===== config.mk =====
export PLATFORM = sky130hd
export DESIGN_NAME = inst_sequencer
export DESIGN_NICKNAME = d
export VERILOG_FILES = /design/src/rtl/inst_sequencer.sv
export SDC_FILE = /design/constraint.sdc
export NUM_CORES = 1
export LEC_CHECK = 0
export BUFFER_PORTS_ARGS = -buffer_cell sky130_fd_sc_hd__clkbuf_2
export CAP_MARGIN = 20
export CORE_MARGIN = 1.5
export CORE_UTILIZATION = 55
export CTS_CLUSTER_DIAMETER = 80
export DETAILED_ROUTE_END_ITERATION = 10
export GPL_ROUTABILITY_DRIVEN = 1
export HOLD_SLACK_MARGIN = 0.06
export PLACE_DENSITY = 0.86
export REMOVE_ABC_BUFFERS = 1
export SYNTH_ARGS = -nofsm -noshare
export SYNTH_HDL_FRONTEND = slang
export SYNTH_SLANG_ARGS = --single-unit

===== constraint.sdc =====
create_clock -name ck -period 2.6 [get_ports ck]
set_input_delay 0.26 -clock ck [delete_from_list [all_inputs] [get_ports ck]]
set_output_delay 0.26 -clock ck [all_outputs]
set_load 0.01 [all_outputs]

===== src/rtl/inst_sequencer.sv =====
// Loadable program player: plays a small writable instruction store onto INST,
// presenting each word for HOLD clocks. Define INST_SEQ_LOOP_EN to replay the program forever.
module inst_sequencer #(
    parameter int unsigned ADDR_W = 4,
    parameter int unsigned HOLD   = 5
) (
    input  logic              ck,
    input  logic              res,
    input  logic              wr_en,
    input  logic [ADDR_W-1:0] wr_addr,
    input  logic [15:0]       wr_data,
    input  logic [ADDR_W:0]   len,
    input  logic              start,
    input  logic              stall,
    output logic [15:0]       INST,
    output logic              inst_valid,
    output logic [ADDR_W-1:0] pc,
    output logic              busy,
    output logic              done
);

    localparam int unsigned Depth = 2 ** ADDR_W;
    localparam logic [7:0] HoldReload = 8'(HOLD - 1);
    localparam logic [ADDR_W-1:0] PcOne = 1;
    localparam logic [ADDR_W:0] LenOne = 1;

    typedef enum logic [1:0] {StIdle, StIssue, StDone} state_e;

    state_e            state_q, state_d;
    logic [ADDR_W-1:0] pc_q, pc_d;
    logic [15:0]       inst_q, inst_d;
    logic [7:0]        cnt_q, cnt_d;
    logic [ADDR_W:0]   len_q, len_d;
    logic              done_q, done_d;

    logic [15:0]       mem [Depth];
    logic              mem_we;
    logic [15:0]       word0;
    logic [ADDR_W-1:0] pc_inc;
    logic              last_word;

    assign mem_we = wr_en && (state_q != StIssue);

    // Store is deliberately not reset so a program survives res.
    always_ff @(posedge ck) begin
        if (mem_we) begin
            mem[wr_addr] <= wr_data;
        end
    end

    // A write to address 0 in the start cycle must land on INST at issue.
    assign word0     = (mem_we && (wr_addr == '0)) ? wr_data : mem[0];
    assign pc_inc    = pc_q + PcOne;
    assign last_word = ({1'b0, pc_q} == (len_q - LenOne));

    always_ff @(posedge ck or negedge res) begin
        if (!res) begin
            state_q <= StIdle;
            pc_q    <= '0;
            inst_q  <= '0;
            cnt_q   <= '0;
            len_q   <= '0;
            done_q  <= 1'b0;
        end else begin
            state_q <= state_d;
            pc_q    <= pc_d;
            inst_q  <= inst_d;
            cnt_q   <= cnt_d;
            len_q   <= len_d;
            done_q  <= done_d;
        end
    end

    always_comb begin
        state_d = state_q;
        pc_d    = pc_q;
        inst_d  = inst_q;
        cnt_d   = cnt_q;
        len_d   = len_q;
        done_d  = done_q;
        unique case (state_q)
            StIdle, StDone: begin
                if (start && (len != '0)) begin
                    state_d = StIssue;
                    len_d   = len;
                    pc_d    = '0;
                    inst_d  = word0;
                    cnt_d   = HoldReload;
                    done_d  = 1'b0;
                end
            end
            StIssue: begin
                if (!stall) begin
                    if (cnt_q != 8'd0) begin
                        cnt_d = cnt_q - 8'd1;
                    end else if (!last_word) begin
                        pc_d   = pc_inc;
                        inst_d = mem[pc_inc];
                        cnt_d  = HoldReload;
                    end else begin
`ifdef INST_SEQ_LOOP_EN
                        pc_d   = '0;
                        inst_d = mem[0];
                        cnt_d  = HoldReload;
`else
                        state_d = StDone;
                        inst_d  = '0;
                        done_d  = 1'b1;
`endif
                    end
                end
            end
            default: state_d = StIdle;
        endcase
    end

    assign INST       = inst_q;
    assign inst_valid = (state_q == StIssue);
    assign busy       = (state_q == StIssue);
    assign pc         = pc_q;
    assign done       = done_q;

endmodule


==> impl_metrics.py <==
metrics = {
    "outcome": {
        "status": "finished clean",
    },
    "synthesis": {
        "synth_top_cells_by_area": "edfxtp_1, mux4_2, dfrtp_1",
        "ys_warn_count": 0,
        "netlist_instances": 591,
        "synth-xor-area-share_pct": 0.5979,
        "yosysTopAreaCell": "edfxtp_1",
        "synth_simple_gate_area_share_pct": 3.908,
        "synthMuxAreaShare_pct": 16.04,
        "synthAdderAreaFrac_pct": 0.4271,
        "synth_seq_cells": 292,
        "ys.flop_type": "edfxtp_1",
        "netlist.area_leader.share_pct": 65.60,
        "synth_edf_count": 256,
        "syn_area_um2": 11720,
        "avgSynthCellArea_um2": 19.83,
        "synth_top_family_by_area": "multiplexers",
        "synthArstFlopShare_pct": 12.33,
        "ys_seq_area_share_pct": 73.29,
        "synth-compound-area-share_pct": 4.249,
        "synth_cell_types": 46,
    },
    "clock_tree": {
        "cts_tree": "done",
        "cts.reportedPaths.clkPinSlew_ns": 0.07,
        "cts_htree_levels": 1,
        "cts_sinks": 292,
        "clockRootBuffer": "clkbuf_16",
        "numCtsBuffers": 29,
        "clk-insertion-delay-late_ns": 0.54,
        "clockBufferDepth": 3,
    },
    "pwr": {
        "p_leak_nw": 4.646,
        "power_density_nw_per_um2": 983.9,
        "p_total_w": 0.01351,
        "max-vdd-ir-drop_v": 0.0009189,
    },
    "worst_setup_path": {
        "crit_required_ns": 3.01,
        "r2r-end": "INST[12]",
        "path_class": "register to register",
        "endpoint_kind": "register",
        "worstPathBufferInverterCount": 2,
        "crit_start": "cnt_q[1]",
        "path_cells": "inv_2, ha_1, or4b_4, or4_4, and2_1, buf_6, a221o_1",
        "cpPeakStageDelay_ns": 0.51,
        "worstSetupStartpointType": "register",
        "worstSetupPathDepth": 7,
        "r2r_start": "cnt_q[1]",
        "rrSetupSlack_ns": 0.07,
        "worstPathMaxFanout": 17,
        "crit_family": "simple AND/OR/NAND/NOR gates",
        "reg2reg_depth": 7,
        "crit_slowest_cell": "or4_4",
        "arrival_ns": 2.94,
        "crit_path_end": "INST[12]",
    },
    "placed_design": {
        "numPortBuffers": 52,
        "hpwl_um": 16300,
        "place.gp.congestion": 0.9109,
    },
    "route": {
        "drt_iter0_drc": 875,
        "wl_per_cell_um": 28.04,
        "vias_per_cell": 6.671,
        "drc_errors": 0,
        "routed_wl_um": 27920,
        "dr.pass1.iters": 5,
        "vias": 6644,
        "antenna_left": 0,
    },
    "die": {
        "die_height_um": 149.0,
        "io_pins": 53,
        "rows": 53,
        "initial_core_util_pct": 55.92,
        "die_area_um2": 22190,
        "coreArea_um2": 20960,
        "dieWidth_um": 149.0,
    },
    "job": {
        "drv_cap": 0,
    },
    "sta": {
        "hold_slack_ns": 0.1200,
        "period_needed_ns": 2.528,
        "slew_headroom_pct": 44.93,
        "skew_ns": 0.01423,
        "hold_viol": 0,
        "finalCritPeriodShare_pct": 97.24,
        "slew_violations": 0,
        "rsz0062_at_grt": "false",
        "worst_pin_slew_ns": 0.8230,
        "fmaxAchievable_mhz": 395.5,
        "finalSetupViolCount": 0,
    },
    "global_route": {
        "grt_pass1_wl_um": 41990,
        "gr-usage-all-layers_pct": 26.05,
        "grt_pass1_vias": 6810,
        "overflow": 0,
        "antenna_found_initial": 0,
        "grt_start_max_net_pins": 41,
    },
    "layout": {
        "fin_nets": 735,
        "synthToLayoutAreaGrowth_pct": 17.17,
        "layout-drive-gt1-share_pct": 34.12,
        "num_antenna_cells": 0,
    },
    "worst_hold_path": {
        "hold_path.class": "primary input to register",
    },
}
[state kept, by name, summed over array words and instances (netlist names)]
register and cells:
cnt_q 8, mem 256, pc 4, done 1
state_q 2, len_q 5, INST 16
[synth_stat cells (3+ instances only)]
master,instances
edfxtp_1,256
mux4_2,80
dfrtp_1,36
o21ai_0,27
nor2_1,25
nand3_1,19
a21oi_1,18
clkbuf_1,17
a221o_1,16
nand2_1,10
buf_2,8
inv_1,7
mux2_2,6
nand2b_1,6
xnor2_1,6
nor3_1,5
a21o_1,4
ha_1,4
and2_1,3
buf_1,3
nand4_1,3
o31ai_1,3
or3_1,3
[worst min path at each step]
stage / startpoint / to / slack (ns) / depth (start not counted)
after detailed placement: res / state_q[1] / 0.29 / 1
after CTS: stall / state_q[0] / 0.09 / 3
after global routing: stall / state_q[0] / 0.12 / 3
after floorplan: res / INST[0] / -0.04 / 0
after global placement: res / cnt_q[0] / 0.28 / 1
final: stall / state_q[0] / 0.12 / 3
[power by group]
part           total (W)  switching [W]  internal [W]  leakage [nW]
clock network    0.00414        0.00170       0.00244         0.464
logic            0.00372        0.00178       0.00195          1.44
registers        0.00565       0.000282       0.00536          2.75
[layout make-up]
cell class | instances | area [µm²]
sequential | 292 | 8592
fill | 1340 | 7224
multi-input combinational | 261 | 2983
timing repair buffer | 110 | 844.6
clock buffer | 33 | 740.7
tap | 275 | 344.1
clock inverter | 18 | 200.2
inverter | 7 | 26.28
[routing by layer]
layer	part of all wire, %	vias to the layer above	GRT usage (%)	wire length, µm
li1	-	2670	-	-
met1	36	3396	36.28	10120
met2	48	487	41.02	13440
met3	12	91	5.474	3276
met4	3.9	0	10.05	1092
met5	0	-	0	0
[stage by stage]
stage	utilization (%)	instances	instance area [µm²]	TNS (ns)	setup WS (ns)
after floorplan	-	560	11570	-69.01	-3.033
after detailed placement	60.55	936	12690	0	0.06371
final	65.52	996	13730	0	0.07164
after global placement	60.55	936	12690	0	0.1575
after CTS	65.44	995	13710	0	0.03350
after global routing	65.52	996	13730	0	0.01553
[cell usage in the layout (no fill, tap or decap), drive strengths merged, types with 4 or more instances in the layout]
cell / instances
nor2: 26
nor3: 5
clkbuf: 85
ha: 4
clkinv: 12
dlygate4sd3: 8
a21o: 4
nand2b: 6
mux2: 6
inv: 8
a21oi: 18
nand2: 10
buf: 50
dfrtp: 36
nand3: 19
xnor2: 6
mux4: 80
bufinv: 4
edfxtp: 256
o21ai: 28
a221o: 16
[tightest hold or removal path, stage by stage]
cell and delay (ns):
clkbuf_2 0.14, nor4_2 0.07, o21ai_0 0.13
[logic make-up after synthesis]
logic type,Yosys count
xor+xnor,8
buf+inv,38
compound gates,75
mux,87
flops,292
fa+ha+maj,4
simple gates,87
[repair_timing]
item	CTS	global route
cloned	0	0
buffers inserted	0	1
endpoints found under the hold margin	27	0
setup endpoints to repair	4	17
gates resized for setup	1	5
hold buffers	8	0
No activity file was read; power rests on OpenSTA's default activity.
